==> src/rtl/loader_pkg.sv <==
// Shared definitions for the instruction debug loader: FSM encodings,
// UART command bytes and instruction-word defaults.
package loader_pkg;

    localparam int NB_DATA    = 32;
    localparam int IMEM_DEPTH = 64;
    localparam logic [31:0] HALT_WORD = 32'hFFFF_FFFF;

    typedef logic [2:0] state_t;

    localparam state_t ST_IDLE    = 3'd0;
    localparam state_t ST_LOAD    = 3'd1;
    localparam state_t ST_RESTART = 3'd2;
    localparam state_t ST_RUN     = 3'd3;
    localparam state_t ST_STEP    = 3'd4;

    localparam logic [7:0] CMD_LOAD = 8'h4C;
    localparam logic [7:0] CMD_RUN  = 8'h52;
    localparam logic [7:0] CMD_STEP = 8'h53;

endpackage

==> src/rtl/instr_debug_loader_assembler.sv <==
// byte_word_assembler: shifts received bytes MSB-first into a 32-bit word and
// flags, combinationally, the strobe that completes the 4th byte.
module byte_word_assembler
    import loader_pkg::*;
(
    input  logic               clk,
    input  logic               i_rst_n,
    input  logic               i_clear,
    input  logic               i_valid,
    input  logic [7:0]         i_byte,
    output logic [NB_DATA-1:0] o_word,
    output logic               o_word_ready
);

    logic [NB_DATA-1:0] r_word;
    logic [1:0]         r_idx;

    // Next word value and completion flag for the byte currently on the input.
    always_comb begin
        o_word       = {r_word[NB_DATA-9:0], i_byte};
        o_word_ready = i_valid && (r_idx == 2'd3);
    end

    // Shift register and byte index; a clear drops any partial word.
    always_ff @(posedge clk or negedge i_rst_n) begin
        if (!i_rst_n) begin
            r_word <= {NB_DATA{1'b0}};
            r_idx  <= 2'd0;
        end else if (i_clear) begin
            r_word <= {NB_DATA{1'b0}};
            r_idx  <= 2'd0;
        end else if (i_valid) begin
            r_word <= o_word;
            r_idx  <= r_idx + 2'd1;
        end else begin
            r_word <= r_word;
            r_idx  <= r_idx;
        end
    end

endmodule

==> src/rtl/instr_debug_loader.sv <==
// UART-driven instruction loader and run/step controller for the pipeline.
// Optional inter-byte LOAD timeout is enabled with LOADER_TIMEOUT_EN.
module instr_debug_loader #(
    parameter int                 NB_DATA        = loader_pkg::NB_DATA,
    parameter int                 IMEM_DEPTH     = loader_pkg::IMEM_DEPTH,
    parameter logic [NB_DATA-1:0] HALT_WORD      = loader_pkg::HALT_WORD,
    parameter int                 TIMEOUT_CYCLES = 1_000_000
) (
    input  logic                          clk,
    input  logic                          i_rst_n,
    input  logic                          i_rx_valid,
    input  logic [7:0]                    i_rx_data,
    input  logic                          i_pipe_end,
    output logic                          o_we_IF,
    output logic [NB_DATA-1:0]            o_instruction_data,
    output logic                          o_pipe_rst_n,
    output logic                          o_halt,
    output logic [2:0]                    o_state,
    output logic [$clog2(IMEM_DEPTH):0]   o_instr_count,
    output logic                          o_err
);
    import loader_pkg::*;

    localparam int CNT_W = $clog2(IMEM_DEPTH) + 1;

    state_t             r_state;
    logic               r_we;
    logic [NB_DATA-1:0] r_data;
    logic               r_pipe_rst_n;
    logic               r_halt;
    logic [CNT_W-1:0]   r_count;
    logic               r_err;
    logic               r_rst_cnt;
    logic               r_done;
    logic               r_done_err;

    logic               w_clear;
    logic               w_byte_en;
    logic [NB_DATA-1:0] w_word;
    logic               w_word_ready;
    logic               w_timeout;

    // Assembler only listens in LOAD; once the load is finishing, extra bytes are dropped.
    always_comb begin
        w_clear   = (r_state != ST_LOAD);
        w_byte_en = i_rx_valid && (r_state == ST_LOAD) && !r_done;
    end

    byte_word_assembler u_asm (
        .clk          (clk),
        .i_rst_n      (i_rst_n),
        .i_clear      (w_clear),
        .i_valid      (w_byte_en),
        .i_byte       (i_rx_data),
        .o_word       (w_word),
        .o_word_ready (w_word_ready)
    );

`ifdef LOADER_TIMEOUT_EN
    localparam int TO_W = $clog2(TIMEOUT_CYCLES + 1);
    logic [TO_W-1:0] r_to_cnt;

    // Idle-cycle counter; restarts on every received byte and outside LOAD.
    always_ff @(posedge clk or negedge i_rst_n) begin
        if (!i_rst_n) begin
            r_to_cnt <= {TO_W{1'b0}};
        end else if ((r_state != ST_LOAD) || i_rx_valid) begin
            r_to_cnt <= {TO_W{1'b0}};
        end else begin
            r_to_cnt <= r_to_cnt + {{(TO_W-1){1'b0}}, 1'b1};
        end
    end

    // Fires on the TIMEOUT_CYCLES-th consecutive byte-less LOAD cycle.
    always_comb begin
        w_timeout = (r_state == ST_LOAD) && !i_rx_valid && !r_done &&
                    (r_to_cnt == TO_W'(TIMEOUT_CYCLES - 1));
    end
`else
    // No timeout hardware: LOAD waits indefinitely.
    always_comb begin
        w_timeout = 1'b0;
    end
`endif

    // Main control FSM with registered outputs.
    always_ff @(posedge clk or negedge i_rst_n) begin
        if (!i_rst_n) begin
            r_state      <= ST_IDLE;
            r_we         <= 1'b0;
            r_data       <= {NB_DATA{1'b0}};
            r_pipe_rst_n <= 1'b1;
            r_halt       <= 1'b1;
            r_count      <= {CNT_W{1'b0}};
            r_err        <= 1'b0;
            r_rst_cnt    <= 1'b0;
            r_done       <= 1'b0;
            r_done_err   <= 1'b0;
        end else begin
            r_we  <= 1'b0;
            r_err <= 1'b0;
            case (r_state)
                ST_IDLE: begin
                    r_halt       <= 1'b1;
                    r_pipe_rst_n <= 1'b1;
                    if (i_rx_valid) begin
                        case (i_rx_data)
                            CMD_LOAD: begin
                                r_state    <= ST_LOAD;
                                r_count    <= {CNT_W{1'b0}};
                                r_done     <= 1'b0;
                                r_done_err <= 1'b0;
                            end
                            CMD_RUN: begin
                                r_state <= ST_RUN;
                                r_halt  <= 1'b0;
                            end
                            CMD_STEP: begin
                                r_state <= ST_STEP;
                                r_halt  <= 1'b0;
                            end
                            default: r_err <= 1'b1;
                        endcase
                    end else begin
                        r_state <= ST_IDLE;
                    end
                end
                ST_LOAD: begin
                    // The write cycle stays in LOAD; the exit is taken one cycle later.
                    if (r_done) begin
                        r_state      <= ST_RESTART;
                        r_pipe_rst_n <= 1'b0;
                        r_rst_cnt    <= 1'b0;
                        r_err        <= r_done_err;
                        r_done       <= 1'b0;
                    end else if (w_timeout) begin
                        r_state      <= ST_RESTART;
                        r_pipe_rst_n <= 1'b0;
                        r_rst_cnt    <= 1'b0;
                        r_err        <= 1'b1;
                    end else if (w_word_ready) begin
                        r_we    <= 1'b1;
                        r_data  <= w_word;
                        r_count <= r_count + CNT_W'(1);
                        if (w_word == HALT_WORD) begin
                            r_done     <= 1'b1;
                            r_done_err <= 1'b0;
                        end else if (r_count == CNT_W'(IMEM_DEPTH - 1)) begin
                            r_done     <= 1'b1;
                            r_done_err <= 1'b1;
                        end else begin
                            r_done     <= 1'b0;
                            r_done_err <= 1'b0;
                        end
                    end else begin
                        r_state <= ST_LOAD;
                    end
                end
                ST_RESTART: begin
                    r_halt <= 1'b1;
                    if (r_rst_cnt) begin
                        r_state      <= ST_IDLE;
                        r_pipe_rst_n <= 1'b1;
                        r_rst_cnt    <= 1'b0;
                    end else begin
                        r_rst_cnt <= 1'b1;
                    end
                end
                ST_RUN: begin
                    if (i_pipe_end) begin
                        r_state <= ST_IDLE;
                        r_halt  <= 1'b1;
                    end else begin
                        r_halt <= 1'b0;
                    end
                end
                ST_STEP: begin
                    r_state <= ST_IDLE;
                    r_halt  <= 1'b1;
                end
                default: begin
                    r_state      <= ST_IDLE;
                    r_halt       <= 1'b1;
                    r_pipe_rst_n <= 1'b1;
                end
            endcase
        end
    end

    // Drive ports straight from the registers.
    always_comb begin
        o_we_IF            = r_we;
        o_instruction_data = r_data;
        o_pipe_rst_n       = r_pipe_rst_n;
        o_halt             = r_halt;
        o_state            = r_state;
        o_instr_count      = r_count;
        o_err              = r_err;
    end

endmodule
==> config.mk <==
export PLATFORM = sky130hd
export DESIGN_NAME = instr_debug_loader
export DESIGN_NICKNAME = d
export VERILOG_FILES = /design/src/rtl/loader_pkg.sv /design/src/rtl/instr_debug_loader_assembler.sv /design/src/rtl/instr_debug_loader.sv
export SDC_FILE = /design/constraint.sdc
export NUM_CORES = 1
export LEC_CHECK = 0
export BUFFER_PORTS_ARGS = -buffer_cell sky130_fd_sc_hd__buf_2
export CORE_MARGIN = 3
export CORE_UTILIZATION = 40
export CTS_BUF_LIST = sky130_fd_sc_hd__clkbuf_16
export DETAILED_ROUTE_END_ITERATION = 6
export GPL_TIMING_DRIVEN = 0
export HOLD_SLACK_MARGIN = 0.06
export SYNTH_ARGS = -nofsm -noshare
export SYNTH_HDL_FRONTEND = slang
export SYNTH_HIERARCHICAL = 1
export SYNTH_SLANG_ARGS = --single-unit
==> constraint.sdc <==
create_clock -name clk -period 2.6 [get_ports clk]
set_input_delay 0.52 -clock clk [delete_from_list [all_inputs] [get_ports clk]]
set_output_delay 0.52 -clock clk [all_outputs]
set_load 0.05 [all_outputs]
Word level (Yosys, flattened, before mapping) --
Index checks and enable logic that the tools add are counted.
Storage, ports and cells: logic and storage cells 96, output and inout bits 46, register bits after elaboration 75, bits of input ports 12
Operators by class: reduce and logical (&&, ||, !) cells 17, bitwise operators 2, mux-type cells 43, $add $sub $neg 2, equal/unequal tests 20
Operators by type and width (count):
- 24-bit two-way mux | 2
- 32-bit equality test, second input constant | 1
- 7-bit two-way mux | 4
- 8-bit by 7-bit equality test with 1-bit output, second input constant | 3
- 1-bit two-way mux | 21
- 3-bit two-way mux | 5
- 7-bit one-hot mux with 2 select lines | 1
- 3-bit one-hot mux with 4 select lines | 1
- 2-bit inequality test, second input constant | 5
- 3-bit one-hot mux with 3 select lines | 1
- 3-bit AND reduction | 3
- 1-bit one-hot mux with 2 select lines | 4
- 7-bit by 1-bit adder with 7-bit output, second input constant | 1
- 7-bit by 6-bit equality test with 1-bit output, second input constant | 1
- 3-bit by 2-bit equality test with 1-bit output, second input constant | 2
- 1-bit one-hot mux with 3 select lines | 2
- 2-bit nonzero test | 3
- 5-bit by 2-bit inequality test with 1-bit output, second input constant | 1
- 5-bit AND reduction | 1
- 2-bit two-way mux | 2
- 2-bit by 1-bit inequality test with 1-bit output, second input constant | 2
- 4-bit AND reduction | 1
- 2-bit OR reduction | 2
- 3-bit by 1-bit equality test with 1-bit output, second input constant | 1
- 11 further kinds | 14

Longest topological paths before layout --
depth after elaboration 7, mapped depth 13, gate-level depth less buffers 8

Hierarchy --
The synthesis kept the hierarchy.
By module, submodules not included:
- instr_debug_loader | sequential area each 1228.7 µm², times used 1, cells each 241, area each 2245.9 µm²
- byte_word_assembler | sequential area each 650.6 µm², times used 1, cells each 94, area each 1153.6 µm²

Worst setup path after synthesis --
Ideal clock, no wire load.
path kind flip-flop to flip-flop, start point reg r_state[2], in the netlist o_state[2], end point reg r_count[6], in the netlist o_instr_count[6], buffers on the path 3, cell stages (with the launch flop) 11, setup slack 0.044 ns, required time 2.482 ns, data arrival time 2.438 ns, clock period less this slack 2.556 ns, setup time 0.118 ns, cell sequence dfrtp_1 > buf_6 > nor3b_4 > inv_2 > nor3b_1 > buf_6 > buf_12 > and2_1 > nand3b_2 > mux2_4 > a21o_1
Between the ends: word-level cells in the longest chain between the ends 6, elaborated cells between the ends (all ways) 12, those cells by class eq/ne: 5; mux: 1; reduce/logical: 6
Ends and longest elaborated chain:
- from (decl) | line instr_debug_loader.sv:26 | state_t r_state;
- from (signal assigned) | line instr_debug_loader.sv:89 | r_state <= ST_IDLE;
- from (signal assigned) | line instr_debug_loader.sv:109 | r_state <= ST_LOAD;
- from (signal assigned) | line instr_debug_loader.sv:115 | r_state <= ST_RUN;
- 3-bit by 1-bit equality test with 1-bit output | line instr_debug_loader.sv:46 | w_byte_en = i_rx_valid && (r_state == ST_LOAD) && !r_done;
- 1-bit logical AND (2 in series) | line instr_debug_loader.sv:46
- named net w_byte_en | line instr_debug_loader.sv:38 | logic w_byte_en;
- 1-bit logical AND | line instr_debug_loader_assembler.sv:21 | o_word_ready = i_valid && (r_idx == 2'd3);
- named net w_word_ready | line instr_debug_loader.sv:40 | logic w_word_ready;
- 2-bit by 1-bit inequality test with 1-bit output (no source line)
- 5-bit AND reduction (no source line)
- to (signal assigned) | line instr_debug_loader.sv:94 | r_count <= {CNT_W{1'b0}};
- to (signal assigned) | line instr_debug_loader.sv:110 | r_count <= {CNT_W{1'b0}};
- to (signal assigned) | line instr_debug_loader.sv:144 | r_count <= r_count + CNT_W'(1);
- to (decl) | line instr_debug_loader.sv:31 | logic [CNT_W-1:0] r_count;
The timed path passes the listed nets, and every way through them passes these cells. A chain may end at the register's enable or synchronous reset.

Worst setup path after layout --
start point reg r_state[2], in the netlist o_state[2], end point reg r_data[18], in the netlist o_instruction_data[18]
Between the ends: word-level cells in the longest chain between the ends 5
Ends and longest elaborated chain:
- 3-bit by 1-bit equality test with 1-bit output | line instr_debug_loader.sv:46
- 1-bit logical AND (2 in series) | line instr_debug_loader.sv:46
- named net w_byte_en | line instr_debug_loader.sv:38
- 1-bit logical AND | line instr_debug_loader_assembler.sv:21
- named net w_word_ready | line instr_debug_loader.sv:40
- 3-bit AND reduction (no source line)
- to (signal assigned) | line instr_debug_loader.sv:91 | r_data <= {NB_DATA{1'b0}};
- to (signal assigned) | line instr_debug_loader.sv:143 | r_data <= w_word;
- to (decl) | line instr_debug_loader.sv:28 | logic [NB_DATA-1:0] r_data;
The timed path passes the listed nets, and every way through them passes these cells.

==> summary.txt <==
Cells and area
  – Share of cells above drive strength 1: 26.5%
  – Final Core Density: 52.0%
  – Fin area: 4150 µm²
  – Commonest non-fill, non-tap cell in the layout: nand2_1
  – Nets: 420
  – Most frequent cells in the layout: nand2_1, dfrtp_1, buf_2, nor2_1, mux2i_1
  – Fillers: 785
  – FF+latch area: ~1900 µm²
  – Diodes inserted: 0
  – Layout Cells excl Fill: 513
  – Multi-input gate area: 1300 µm²
  – P&R area growth vs syn: 21.9%

Global route
  – Met3 Use GR: 3.14%
  – Number of global-route vias before repair: between 2000 and 2500
  – Grt total ovfl: 0
  – Largest net degree at the start of global routing: 50
  – First-pass GRT wire length: 12700 µm
  – Total track usage: 16.5%
  – GR peak layer: met2
  – Routing usage on met1: about a quarter
  – Routing usage on met2: 25.0%
  – Initial antenna violation count: 0

Die
  – Total core area: 7970 µm²
  – I/O pins: 58
  – Chip width: a little under 100 µm
  – Die area: 9640 µm²
  – Die span in y: 98.2 µm
  – Initial Util: a little over two fifths
  – # rows: 32

Drt
  – Routed wire length: 7470 µm
  – Total number of vias: 2585
  – DR pass1 iterations: 4
  – Wire per inst: between 10 and 15 µm
  – DRT iter0 DRCs: 101
  – Via density: 5.04
  – Antenna viol nets, final: 0
  – DR DRC count: 0

Yosys
  – Syn_nets: 349
  – Leading post-synthesis cells by cell area: dfrtp_1, nand2_1, mux2i_1
  – Synthesized area: between 3000 and 4000 µm²
  – Post-synth EDFFs: 0
  – Sequential share of the synthesized area: 55.3%
  – Post-synth top flop: dfrtp_1
  – Post-synth cell types: 46
  – Synth Warn #: 6
  – Seq cells post-synth: 75
  – Mapped Avg Cell Area: about 10 µm²
  – Cell count after synthesis: 335
  – Yosys top cell area share: a little over half
  – Area leader, netlist: dfrtp_1
  – Async S/R FF share, synth: 100%

Critical path
  – Startpoint types: flip-flop
  – CP Class: reg -> reg
  – Max incr delay on CP: 0.39 ns
  – Crit end category: flip-flop
  – CP Buf/Inv Count: 6
  – Cell family with most CP delay: buffers and inverters
  – Worst Path Required: about 2.8 ns
  – Slowest cell on the critical path: dfrtp_1
  – CP Cell Sequence: buf_6, nor3b_4, inv_2, nor3b_1, buf_6, buf_12, and2_1, nand3b_2, clkbuf_4, buf_2, nand2_1, nand2_1
  – CP arrival: 2.59 ns
  – Critical path peak fanout: 10

STA
  – Slew Viols, Final: 0
  – RSZ-0062 raised after global routing: no
  – Slew HR: 59.5%
  – Final setup vio count: 0
  – Worst-Margin Slew: around 0.6 ns
  – Minimum clock period: 2.37 ns
  – Clock Skews: around 0.0054 ns
  – Achievable frequency: 422 MHz
  – Final worst path period share: between 90% and 100%
  – Final Hold Viols: 0

Placement
  – Buffers on Ports: 57
  – Placed insts: between 400 and 500
  – Placed inst area: 3840 µm²
  – DP Wirelength: ~5300 µm
  – Final GP Congestion: about 0.78

Pwr
  – Leakage: around 0.0021 µW
  – Internal Pwr Total: 2010 µW
  – Total Power: 2640 µW
  – Clock network fraction of design power: 45.2%
  – Sw Share: 23.7%
  – VDD IR max: 0.000271 V
  – Sequential Power Share: 45.5%
  – Pwr Density: roughly 640 nW/µm²
  – Gate power share: 9.3%
  – Switching pwr: 625 µW

Clock tree
  – TritonCTS Buffers: 9
  – CTS tree: yes
  – Worst-path clk slew: 0.06 ns
  – Max H-tree Level: 3
  – Max clock buf depth: 2
  – CTS root buffer: clkbuf_16
  – Skew-Pair Late Insertion Delay: 0.33 ns
  – Clock sinks: 75

Job
  – Max Cap Viol: 0

Worst hold path
  – Worst Hold Class: in -> async

Status
  – Outcome: finished clean
-- sequential cells by signal (all words and copies together), names as in the netlist --
name,count
o_pipe_rst_n,1
o_state,3
o_we_IF,1
o_instr_count,7
r_rst_cnt,1
u_asm/r_idx,2
r_done_err,1
r_done,1
o_instruction_data,32
o_err,1
o_halt,1
u_asm/r_word,24
-- layer usage --
metal / routed length [µm] / vias to the layer above
met3: 433 / 10
met2: 3390 / 65
met1: 3520 / 1242
met4: 129 / 0
li1: - / 1268
met5: 0 / -
-- metrics by stage --
stage / TNS (ns) / setup slack, ns / hold slack [ns]
5_1_grt: 0 / 0.0380 / 0.127
4_1_cts: 0 / 0.0862 / 0.115
3_3_place_gp: -1.17 / -0.0725 / 0.452
3_5_place_dp: -0.927 / -0.0746 / 0.457
6_report: 0 / 0.229 / 0.106
2_1_floorplan: 0 / 0.0437 / 0.224
-- cell families after synthesis --
kind of cell / count (synthesis) / share of synthesized area (%)
AND/OR/NAND/NOR: 171 / 23.2
flip-flops: 75 / 55.3
XOR/XNOR: 1 / 0.258
buffers and inverters: 29 / 6.44
multiplexers: 29 / 8.72
AO/OA/AOI/OAI: 28 / 5.41
adder cells (fa/ha/maj): 2 / 0.736
-- layout make-up --
cell class                 count  area share [%]
sequential                    75            45.3
multi-input combinational    231            31.4
timing repair buffer          60            7.97
clock buffer                   9            5.43
buffer                        25            4.98
tap                          102            3.08
clock inverter                 7            1.45
inverter                       4           0.362
-- synthesized netlist by cell type, types with 2 or more instances --
cell type and count:
buf_6 4, nor3_1 2, buf_12 2, nand3_1 5, and3_1 2, ha_1 2, nand2_1 106, a41oi_1 2
buf_2 5, o21ai_0 7, inv_1 2, nand4_1 9, dfstp_2 2, o31ai_1 2, a31oi_1 3, nor2_1 30
clkbuf_1 3, mux2i_1 27, buf_4 11, nand3b_1 2, nor4_1 2, inv_2 2, nand2b_1 2, and2_1 2
a21oi_1 6, dfrtp_1 73
-- power by group through the flow --
| stage | clock network [µW] | logic [µW] | registers, µW |
|---|---|---|---|
| 2_1_floorplan | 0 | 137 | 1250 |
| 3_3_place_gp | 0 | 235 | 1220 |
| 3_5_place_dp | 0 | 242 | 1220 |
| 4_1_cts | 1220 | 247 | 1200 |
| 5_1_grt | 1260 | 269 | 1200 |
| 6_report | 1190 | 244 | 1200 |
-- worst paths after layout --
check / startpoint / to / slack (ns) / cells past startpoint
max in group asynchronous: i_rst_n / o_halt / 1.87 / 2
worst max-delay path: o_state[2] / o_instruction_data[18] / 0.23 / 12
min in group clk: o_instruction_data[10] / o_instruction_data[10] / 0.47 / 2
worst min register to register: o_instruction_data[10] / o_instruction_data[10] / 0.47 / 2
worst min-delay path: i_rst_n / o_instruction_data[17] / 0.11 / 1
worst max register to register: o_state[2] / o_instruction_data[18] / 0.23 / 12
-- timing repair --
| action | in CTS | in global routing |
|---|---|---|
| gates cloned | 0 | 0 |
| pin swaps | 1 | 0 |
| hold buffers | 0 | 0 |
| gates resized for setup | 0 | 1 |
| setup endpoints to repair | 33 | 31 |
| buffers inserted | 1 | 1 |
Note: power is estimated with default switching activity, not from simulation.
